### config.mk
export PLATFORM = sky130hd
export DESIGN_NAME = dense_activation_streamer
export DESIGN_NICKNAME = d
export VERILOG_FILES = /design/src/rtl/dense_activation_streamer.sv
export SDC_FILE = /design/constraint.sdc
export NUM_CORES = 1
export LEC_CHECK = 0
export CAP_MARGIN = 20
export CORE_ASPECT_RATIO = 1.5
export CORE_MARGIN = 3
export CORE_UTILIZATION = 25
export CTS_CLUSTER_DIAMETER = 40
export DETAILED_ROUTE_END_ITERATION = 8
export HOLD_SLACK_MARGIN = 0.03
export PLACE_DENSITY = 0.54
export SYNTH_ARGS = -nofsm -noshare
export SYNTH_HDL_FRONTEND = slang
export SYNTH_SLANG_ARGS = --single-unit
### constraint.sdc
create_clock -name clk_i -period 14.4 [get_ports clk_i]
set_input_delay 2.88 -clock clk_i [delete_from_list [all_inputs] [get_ports clk_i]]
set_output_delay 2.88 -clock clk_i [all_outputs]
set_load 0.02 [all_outputs]
### src/rtl/dense_activation_streamer.sv
// dense_activation_streamer
//
// Sits after the dense layer. It captures the whole dense output vector and
// the per-engine bias in one cycle. It then streams one activated element per
// valid/ready transfer. Activation means bias add, saturation to N bits and an
// optional ReLU. While streaming it tracks the running argmax, which gives the
// predicted class after the final layer.
//
// Ports
//   clk_i          clock, all state updates on the rising edge
//   rst_i          asynchronous reset, active low
//   capture_i      latch dense_i/bias_i/relu_en_i (only honoured in IDLE)
//   dense_i        EngineCount packed signed N-bit dense outputs (element i at [i*N +: N])
//   bias_i         EngineCount packed signed N-bit biases, same packing
//   relu_en_i      clamp negative results to zero for this vector
//   busy_o         high while streaming and during the DONE cycle
//   valid_o        data_o/index_o hold a valid element
//   ready_i        consumer accepts; a transfer is valid_o && ready_i
//   data_o         activated element
//   index_o        engine index of data_o
//   last_o         current element is the final one of the vector
//   argmax_o       index of the largest activated value seen so far
//   argmax_valid_o one-cycle pulse when argmax_o is final

module dense_activation_streamer #(
  parameter int N           = 16,
  parameter int EngineCount = 10,
  localparam int IW         = $clog2(EngineCount)
) (
  input  logic                     clk_i,
  input  logic                     rst_i,
  input  logic                     capture_i,
  input  logic [EngineCount*N-1:0] dense_i,
  input  logic [EngineCount*N-1:0] bias_i,
  input  logic                     relu_en_i,
  output logic                     busy_o,
  output logic                     valid_o,
  input  logic                     ready_i,
  output logic [N-1:0]             data_o,
  output logic [IW-1:0]            index_o,
  output logic                     last_o,
  output logic [IW-1:0]            argmax_o,
  output logic                     argmax_valid_o
);

  typedef enum logic [1:0] {
    IDLE   = 2'd0,
    STREAM = 2'd1,
    DONE   = 2'd2
  } state_t;

  localparam logic [IW-1:0] LAST_INDEX = IW'(EngineCount - 1);

  state_t             state;
  logic signed [N-1:0] dense_q [EngineCount];
  logic signed [N-1:0] bias_q  [EngineCount];
  logic                relu_q;
  logic signed [N-1:0] max_q;
  logic [IW-1:0]       index_next;

  assign index_next = index_o + IW'(1);

  // The sum is formed one bit wider, so it can never wrap. It is then clamped
  // into the N-bit signed range before the optional ReLU is applied.
  function automatic logic [N-1:0] activate(input logic signed [N-1:0] d,
                                            input logic signed [N-1:0] b,
                                            input logic relu);
    logic signed [N:0] sum;
    logic [N-1:0]      res;
    sum = {d[N-1], d} + {b[N-1], b};
    if (sum[N] != sum[N-1]) begin
      // The top two bits disagree, so the sum overflowed. The sign picks the rail.
      res = sum[N] ? {1'b1, {(N-1){1'b0}}} : {1'b0, {(N-1){1'b1}}};
    end else begin
      res = sum[N-1:0];
    end
    if (relu && res[N-1]) begin
      res = '0;
    end
    return res;
  endfunction

  // A single FSM owns every output register.
  // data_o is preloaded with the next element when a transfer happens, so it
  // holds its value while the consumer stalls.
  // The argmax takes the current element on its transfer. The first element
  // always seeds the max. A later element wins only when it is strictly larger.
  always_ff @(posedge clk_i or negedge rst_i) begin
    if (!rst_i) begin
      state          <= IDLE;
      valid_o        <= 1'b0;
      busy_o         <= 1'b0;
      data_o         <= '0;
      index_o        <= '0;
      last_o         <= 1'b0;
      argmax_o       <= '0;
      argmax_valid_o <= 1'b0;
      max_q          <= '0;
      relu_q         <= 1'b0;
      for (int i = 0; i < EngineCount; i++) begin
        dense_q[i] <= '0;
        bias_q[i]  <= '0;
      end
    end else begin
      case (state)
        IDLE: begin
          argmax_valid_o <= 1'b0;
          if (capture_i) begin
            for (int i = 0; i < EngineCount; i++) begin
              dense_q[i] <= dense_i[i*N +: N];
              bias_q[i]  <= bias_i[i*N +: N];
            end
            relu_q   <= relu_en_i;
            index_o  <= '0;
            data_o   <= activate(dense_i[N-1:0], bias_i[N-1:0], relu_en_i);
            valid_o  <= 1'b1;
            busy_o   <= 1'b1;
            last_o   <= 1'b0;
            max_q    <= '0;
            argmax_o <= '0;
            state    <= STREAM;
          end
        end

        STREAM: begin
          if (ready_i) begin
            if (index_o == '0 || $signed(data_o) > max_q) begin
              max_q    <= $signed(data_o);
              argmax_o <= index_o;
            end
            if (index_o == LAST_INDEX) begin
              valid_o        <= 1'b0;
              last_o         <= 1'b0;
              argmax_valid_o <= 1'b1;
              state          <= DONE;
            end else begin
              index_o <= index_next;
              data_o  <= activate(dense_q[index_next], bias_q[index_next], relu_q);
              last_o  <= (index_next == LAST_INDEX);
            end
          end
        end

        DONE: begin
          argmax_valid_o <= 1'b0;
          busy_o         <= 1'b0;
          state          <= IDLE;
        end

        default: begin
          state <= IDLE;
        end
      endcase
    end
  end

endmodule

==> flow_metrics.tcl, run 1 <==
set metrics [dict create \
    grt_pass1_vias 16300 \
    p_leak_nw 11.9 \
    fin_worst_skew_ns 0.0178 \
    num_vias 15300 \
    crit_path_start "index_o[0]" \
    routed_wl_um 67800 \
    intPower_mw 3.91 \
    period_needed_ns 6.21 \
    initialDrtViolationCount 1279 \
    clk-insertion-delay-late_ns 0.59 \
    synth_seq_area_share_pct 49.8 \
    hp-class "reg -> reg" \
    synth-main-ff-cell "dfrtp_1" \
    max-cap-violations 0 \
    synth_edf_count 0 \
    p_comb_share_pct 55.5 \
    synth_area_mm2 0.0184 \
    status "finished, final reports clean" \
    async_flop_share_pct 100 \
    dp.cells 3267 \
    grt_max_degree 178 \
    clock-sinks 367 \
    cts_setup_buffers 0 \
    rsz0062_at_grt "false" \
    setup_viol_count_final 0 \
    cts_max_path_buffers 3 \
    die_w_um 228 \
    setup-tns-final_ns 0 \
    initial_core_util_pct 25.3 \
    synth_fa_ha_area_share_pct 3.68 \
    ioPinCount 353 \
    ant_nets 0 \
    ctsResizeCount 0 \
    crit_fanout 46 \
    cp.required_ns 14.89 \
    drt-pass1-iter-count 5 \
    ys_seq_elements 367 \
    synth-compound-area-share_pct 7.01 \
    numCtsBuffers 51 \
    synth_warnings 0 \
    synth_simple_gate_area_share_pct 22.6 \
    slew_headroom_pct 31.8 \
    synth_top_area_share_pct 49.8 \
    startpoint_type "flip-flop" \
    fillCellCount 7425 \
    final_core_util_pct 34.1 \
    final_common_cell "nand2_1" \
    area_growth_pct 34.5 \
    hold_buffers 0 \
    die_area_mm2 0.0771 \
    viasPerCell 4.54 \
    tightest_slew_ns 1.02 \
    p_sw_share_pct 45.0 \
    drcViolationCount 0 \
    hold_start "bias_q[117]" \
    mostFrequentLayoutCells "1010 x nand2_1, 366 x dfrtp_1, 351 x clkdlybuf4s50_1" \
    endpoint_kind "flip-flop" \
    synth_area_leaders "dfrtp_1 50%, nand2_1 21%, mux4_2 7.8%" \
    grt_pass1_wl_um 102000 \
    drive_gt1_share_pct 7.99 \
    post-route-period-util_pct 43.1 \
    ys_types 54 \
    htreeDepth 2 \
    gp_congestion 0.880 \
    path_clk_slew_ns 0.06 \
    seq_power_share_pct 26.0 \
    antenna_found_initial 6 \
    fin_cells 3368 \
    finalMaxSlewViolations 0 \
    irDropWorstVdd_v 0.000246 \
    synthMuxAreaShare_pct 12.4 \
    synth_cells 2022 \
    fmax_mhz 161 \
    worstPathArrival_ns 6.70 \
    p_clk_share_pct 18.5 \
    nets 2716 \
    drt-wirelength-per-cell_um 20.1 \
    synth_area_leader_cell "dfrtp_1" \
    io_buffer_count 352 \
    die-height_um 339 \
    syn-num-nets 2400 \
    p_sw_mw 3.19 \
    grt_overflow_total 0 \
    reg2reg_from "index_o[0]" \
    place_hpwl_um 51200 \
    synth_xor_area_share_pct 1.32 \
    syn_area_per_cell_um2 9.12 \
    cts_tree "built" \
    critPathKind "reg -> reg" \
    rows 121 \
    fp.coreArea_mm2 0.0728 \
    synth_top_family_by_area "simple AND/OR/NAND/NOR gates" \
    hold_viol 0 \
    p_per_area_mw_per_mm2 286 \
    cts-root-buf "clkbuf_16" \
    grt_use_total_pct 17.4 \
]
## state kept, by name, indices dropped and copies added (netlist names)
signal / cells
argmax_o: 4
argmax_valid_o: 1
bias_q: 160
busy_o: 1
data_o: 16
dense_q: 160
index_o: 4
last_o: 1
max_q: 16
relu_q: 1
state: 2
valid_o: 1
## metal layers
metal / track usage (%) / up-vias / wire (µm)
met3: 2.56 / 111 / 2480
met2: 31.5 / 400 / 35500
met4: 7.98 / 2 / 3120
met1: 20.2 / 7454 / 26700
met5: 0 / - / 13
li1: - / 7326 / -
## stage by stage
step	cell area (µm²)	power (mW)	hold slack, ns	setup WS, ns
6_report	24800	7.10	0.468	8.19
5_1_grt	24800	7.67	0.489	7.73
4_1_cts	24700	7.22	0.471	8.20
3_5_place_dp	23000	5.86	0.457	8.09
3_3_place_gp	23000	5.79	0.453	8.17
2_1_floorplan	18400	4.51	0.440	9.14
## cells in the mapped netlist (all sizes together) (3+ instances only)
cell type and number:
a21o 16, dfrtp 367, o21bai 6, xnor2 18, o221ai 4, nand2 1010, nand4 6, a31oi 8
xor2 9, o22ai 32, nand2b 6, buf 29, nor2b 7, o21ai 37, a211oi 6, inv 35
mux4 64, mux2i 85, o211ai 18, a21oi 51, o21a 5, clkbuf 81, ha 51, nor2 34
or3 4, a211o 5, nor3 4, a2111oi 3
## path summary, 6_finish.rpt
check | cells after the start | slack (ns) | to
min in group asynchronous | 1 | 2.31 | dense_q[3]
setup / recovery | 16 | 8.19 | data_o[1]
hold / removal | 2 | 0.47 | bias_q[117]
max in group asynchronous | 3 | 10.26 | index_o[0]
setup reg to reg | 16 | 8.19 | data_o[1]
hold reg to reg | 2 | 0.47 | bias_q[117]
## power by group through the flow
| stage | combinational (mW) | sequential (mW) | clock, mW |
|---|---|---|---|
| 6_report | 3.94 | 1.84 | 1.31 |
| 5_1_grt | 4.37 | 1.90 | 1.39 |
| 4_1_cts | 4.02 | 1.85 | 1.35 |
| 3_5_place_dp | 4.00 | 1.86 | 0 |
| 3_3_place_gp | 3.95 | 1.84 | 0 |
| 2_1_floorplan | 2.74 | 1.77 | 0 |
## cells by family (layout without fill, tap and decap cells)
family | after synthesis | after routing
AO/OA/AOI/OAI | 200 | 200
XOR/XNOR | 27 | 27
adder cells (fa/ha/maj) | 53 | 53
buffers and inverters | 145 | 502
flip-flops | 367 | 367
multiplexers | 149 | 149
other | 0 | 5
AND/OR/NAND/NOR | 1081 | 1081
## area by class of cell
type	instances	area [µm²]	area share [%]
clock inverter	30	354	1.43
sequential	367	9190	37.0
multi-input combinational	1510	8720	35.2
antenna	5	12.5	0.0504
timing repair buffer	373	3740	15.1
clock buffer	64	1430	5.76
inverter	35	131	0.530
tap	984	1230	4.96
## worst max-delay path, cell delays in order (launching register included)
cell	delay (ns)
dfrtp_4	0.85
inv_1	0.17
ha_4	0.56
buf_4	0.68
nor2_1	0.11
nand2_1	0.28
buf_4	0.39
o22ai_1	0.22
ha_1	0.42
a2111oi_0	0.54
o21ai_1	0.24
a21oi_2	0.31
o21ai_2	0.15
xnor2_1	0.17
o21ai_2	0.39
nand2_1	0.24
o211ai_1	0.29
Power figures use the tool's default switching activity.
==> run 2, diff against run 1 <==
==> constraint.sdc (replaced) <==
create_clock -name clk_i -period 5.8 [get_ports clk_i]
set_input_delay 1.16 -clock clk_i [delete_from_list [all_inputs] [get_ports clk_i]]
set_output_delay 1.16 -clock clk_i [all_outputs]
set_load 0.02 [all_outputs]
==> run 2 against run 1 <==
Register-to-register slack got worse by 7.1 ns. Utilization down 0.15 points. Cell count decreased by 0.18%. Largest cell class unchanged. Highest routed layer is now met4. Global-route usage grew 0.10 points. Combinational power grew to 2.5 times the previous value.
==> flow_metrics.tcl, run 2 (same netlist as run 1, synthesis figures left out) <==
set metrics [dict create \
    area_growth_pct 33.9 \
    cts_max_path_buffers 3 \
    hold_start "dense_q[37]" \
    setup-tns-final_ns 0 \
    setup_viol_count_final 0 \
    drt-pass1-iter-count 6 \
    startpoint_type "flip-flop" \
    cts-root-buf "clkbuf_16" \
    ctsResizeCount 0 \
    cts_setup_buffers 0 \
    antenna_found_initial 0 \
    max-cap-violations 0 \
    grt_max_degree 173 \
    clock-sinks 367 \
    reg2reg_depth 15 \
    gp_congestion 0.852 \
    hp-class "reg -> reg" \
    design_area_mm2 0.0247 \
    viasPerCell 4.61 \
    fmax_mhz 211 \
    critPathKind "reg -> reg" \
    die_w_um 228 \
    htreeDepth 2 \
    die_area_mm2 0.0771 \
    initial_core_util_pct 25.3 \
    nets 2716 \
    ioPinCount 353 \
    fillCellCount 7469 \
    cts_tree "built" \
    dpl_cell_area_mm2 0.0231 \
    io_buffer_count 352 \
    rsz0062_at_grt "false" \
    irDropWorstVdd_v 0.000527 \
    crit_fanout 29 \
    endpoint "data_o[9]" \
    numCtsBuffers 50 \
    drcViolationCount 0 \
    mostFrequentLayoutCells "1010 x nand2_1, 366 x dfrtp_1, 351 x clkdlybuf4s50_1" \
    clk-insertion-delay-late_ns 0.59 \
    endpoint_kind "flip-flop" \
    drive_gt1_share_pct 7.74 \
    routed_wl_um 68900 \
    fin_worst_skew_ns 0.0224 \
    hold_viol 0 \
    worstPathArrival_ns 5.23 \
    place_hpwl_um 52400 \
    top_regs "bias_q: 160 flops, dense_q: 160 flops" \
    drt-wirelength-per-cell_um 20.5 \
    diodes 0 \
    hold_buffers 0 \
    period_needed_ns 4.74 \
    grt_pass1_wl_um 103000 \
    multiInputGateArea_mm2 0.00872 \
    cp.required_ns 6.29 \
    seqCellArea_mm2 0.00919 \
    fp.coreArea_mm2 0.0728 \
    reg2reg_from "index_o[0]" \
    initialDrtViolationCount 1092 \
    p_per_area_mw_per_mm2 708 \
    slew_headroom_pct 37.2 \
    grt_use_total_pct 17.5 \
    post-route-period-util_pct 81.8 \
    finalMaxSlewViolations 0 \
    rows 121 \
    die-height_um 339 \
    num_vias 15500 \
    path_clk_slew_ns 0.06 \
    regToRegSetupSlack_ns 1.06 \
    rr_endpoint "data_o[9]" \
    p_leak_nw 11.8 \
    grt_pass1_vias 16300 \
    final_common_cell "nand2_1" \
    status "finished, final reports clean" \
    crit_path_start "index_o[0]" \
    ant_nets 0 \
    tightest_slew_ns 0.943 \
    grt_overflow_total 0 \
]
==> run 2: how the worst min path moves through the flow <==
stage                             end  depth (start not counted)
final                     dense_q[37]                          2
after global placement    bias_q[159]                          2
after detailed placement  dense_q[37]                          2
after floorplan           bias_q[100]                          2
after global routing      dense_q[72]                          2
after CTS                 dense_q[37]                          2
==> run 2: area by class of cell <==
class                      instances  area share (%)
clock inverter                    29            1.17
multi-input combinational       1510            35.3
timing repair buffer             374            15.4
sequential                       367            37.2
tap                              984            4.99
clock buffer                      63            5.43
inverter                          35           0.532
==> run 2: worst max-delay path: stages, from the launching register on <==
cell and delay (ns):
dfrtp_4 0.45, inv_1 0.09, ha_4 0.61, buf_4 0.35, mux4_2 0.40, mux2i_1 0.15
o22ai_1 0.11, ha_1 0.38, a2111oi_0 0.41, o21ai_1 0.22, a21oi_2 0.28, o21ai_2 0.14
xnor2_1 0.17, o21ai_2 0.43, nand2_1 0.20, o221ai_1 0.22
==> run 2: power by group <==
part           internal (mW)  leakage [nW]  switching (mW)
Combinational           3.98          6.48            5.93
Clock                   1.76         0.778            1.26
Sequential              3.81          4.55           0.747
==> run 2: per-layer routing <==
layer,track usage [%],vias to the layer above,wire length (µm)
met1,20.4,7618,26600
met5,0,-,0
li1,-,7302,-
met3,2.55,102,3260
met4,7.31,0,2880
met2,32.0,463,36200
==> run 2: stage by stage <==
stage / total power [mW] / util (%) / cells / worst slack, ns / hold slack [ns]
final: 17.5 / 33.9 / 3362 / 1.06 / 0.471
after global routing: 18.8 / 33.9 / 3362 / 0.641 / 0.489
after CTS: 17.7 / 33.9 / 3362 / 1.03 / 0.471
after detailed placement: 14.6 / 31.7 / 3270 / 1.05 / 0.458
after global placement: 14.5 / 31.7 / 3270 / 1.05 / 0.453
after floorplan: 11.2 / - / 2022 / 0.536 / 0.440
==> run 3, diff against run 2 <==
==> constraint.sdc (replaced) <==
create_clock -name clk_i -period 4.83 [get_ports clk_i]
set_input_delay 0.966 -clock clk_i [delete_from_list [all_inputs] [get_ports clk_i]]
set_output_delay 0.966 -clock clk_i [all_outputs]
set_load 0.02 [all_outputs]
==> run 3 against run 2 <==
Global-route usage grew 0.39 points. Register-to-register slack worse by 0.67 ns. Maximum frequency increased by 6.7%. Non-clock buffer count increased by 14. Critical path depth increased by 1. Power grew 23%. Clock skew fell by 0.0030 ns. Flip-flop and latch count unchanged. Worst hold slack got worse by 0.13 ns. Clock-buffer cell count fell by 2. Sequential power up 21%. Final area is 1.0% higher.
==> flow_metrics.tcl, run 3 (same netlist as run 1, synthesis figures left out) <==
set metrics [dict create \
    grt_pass1_wl_um 105000 \
    initialDrtViolationCount 1172 \
    drive_gt1_share_pct 8.56 \
    cts_tree "built" \
    area_growth_pct 35.3 \
    fmax_mhz 225 \
    gp_congestion 0.863 \
    cts_max_path_buffers 3 \
    initial_core_util_pct 25.3 \
    startpoint_type "flip-flop" \
    design_area_mm2 0.0250 \
    clk-insertion-delay-late_ns 0.60 \
    irDropWorstVdd_v 0.000729 \
    hold_buffers 0 \
    hold_viol 0 \
    setup-tns-final_ns 0 \
    worstPathArrival_ns 4.93 \
    max-cap-violations 0 \
    status "finished, final reports clean" \
    drt-pass1-iter-count 5 \
    path_clk_slew_ns 0.06 \
    grt_use_total_pct 17.9 \
    die-height_um 339 \
    fp.coreArea_mm2 0.0728 \
    clock-sinks 367 \
    period_needed_ns 4.44 \
    critPathKind "reg -> reg" \
    numCtsBuffers 52 \
    drcViolationCount 0 \
    grt_max_degree 168 \
    cts_setup_buffers 0 \
    dpl_cell_area_mm2 0.0232 \
    post-route-period-util_pct 92.0 \
    finalMaxSlewViolations 0 \
    num_vias 15600 \
    reg2reg_from "index_o[0]" \
    die_area_mm2 0.0771 \
    top_regs "bias_q: 160 flops, dense_q: 160 flops" \
    drt-wirelength-per-cell_um 20.9 \
    die_w_um 228 \
    routed_wl_um 70700 \
    viasPerCell 4.61 \
    nets 2732 \
    p_leak_nw 11.9 \
    crit_path_start "index_o[0]" \
    final_common_cell "nand2_1" \
    setup_viol_count_final 0 \
    cts-root-buf "clkbuf_16" \
    rows 121 \
    rsz0062_at_grt "false" \
    io_buffer_count 352 \
    tightest_slew_ns 0.913 \
    grt_overflow_total 0 \
    ant_nets 0 \
    ioPinCount 353 \
    cp.required_ns 5.31 \
    fin_worst_skew_ns 0.0194 \
    htreeDepth 2 \
    hp-class "in -> async" \
    slew_headroom_pct 39.1 \
    mostFrequentLayoutCells "1010 x nand2_1, 366 x dfrtp_1, 351 x clkdlybuf4s50_1" \
    antenna_found_initial 4 \
    place_hpwl_um 54400 \
    endpoint_kind "flip-flop" \
    crit_fanout 32 \
    grt_pass1_vias 16600 \
    p_per_area_mw_per_mm2 862 \
]
run 3: power breakdown:
| part | total (mW) | switching, mW | internal [mW] |
|---|---|---|---|
| sequential | 5.54 | 0.957 | 4.58 |
| clock | 3.78 | 1.57 | 2.21 |
| combinational | 12.2 | 7.25 | 4.95 |
run 3: per-stage QoR:
stage | worst slack, ns | hold WS (ns) | power [mW] | instances | util, %
3_3_place_gp | 0.296 | 0.454 | 17.6 | 3284 | 31.9
5_1_grt | 0.0243 | 0.391 | 23.0 | 3382 | 34.3
2_1_floorplan | 0.0573 | 0.440 | 13.5 | 2022 | -
6_report | 0.386 | 0.342 | 21.5 | 3383 | 34.3
4_1_cts | 0.210 | 0.399 | 21.6 | 3378 | 34.2
3_5_place_dp | 0.247 | 0.457 | 17.7 | 3284 | 31.9
run 3: layer usage:
layer	GRT usage (%)	vias to the layer above	wire, µm	share of wire [%]
met5	0	-	0	0
met1	20.7	7707	27400	39
met3	3.06	115	3230	4.6
met4	8.33	0	3240	4.6
li1	-	7346	-	-
met2	32.1	439	36900	52
run 3: critical path, stage by stage (launching register included):
cell      delay [ns]
dfrtp_4         0.48
inv_1           0.09
ha_4            0.48
buf_12          0.22
nor2_1          0.06
nand2_1         0.11
buf_12          0.20
o22ai_1         0.15
ha_1            0.28
fa_1            0.49
a211o_1         0.35
a21oi_1         0.24
a21o_1          0.27
a211oi_2        0.14
xor2_4          0.22
o211a_1         0.26
a221o_1         0.25
run 3: repair_timing:
item                                   4_1_cts  5_1_grt
resized for setup                            0        2
setup endpoints to repair                    0       11
endpoints found under the hold margin        0        0
run 3: cell type report:
type,count,area (µm²)
fillers,7429,47900
flip-flops and latches,367,9190
multi-input cells,1510,8740
repair buffers,388,3940
clock buffers,61,1390
well taps,984,1230
clock inverters,33,328
inverters,35,131
diodes,5,12.5
run 3: worst paths after layout:
path | slack [ns] | cells past startpoint | endpoint
min in group clk_i | 0.47 | 2 | dense_q[91]
hold reg to reg | 0.47 | 2 | dense_q[91]
setup reg to reg | 0.39 | 16 | data_o[13]
hold / removal | 0.34 | 1 | dense_q[21]
max in group asynchronous | 3.31 | 2 | bias_q[120]
setup / recovery | 0.39 | 16 | data_o[13]
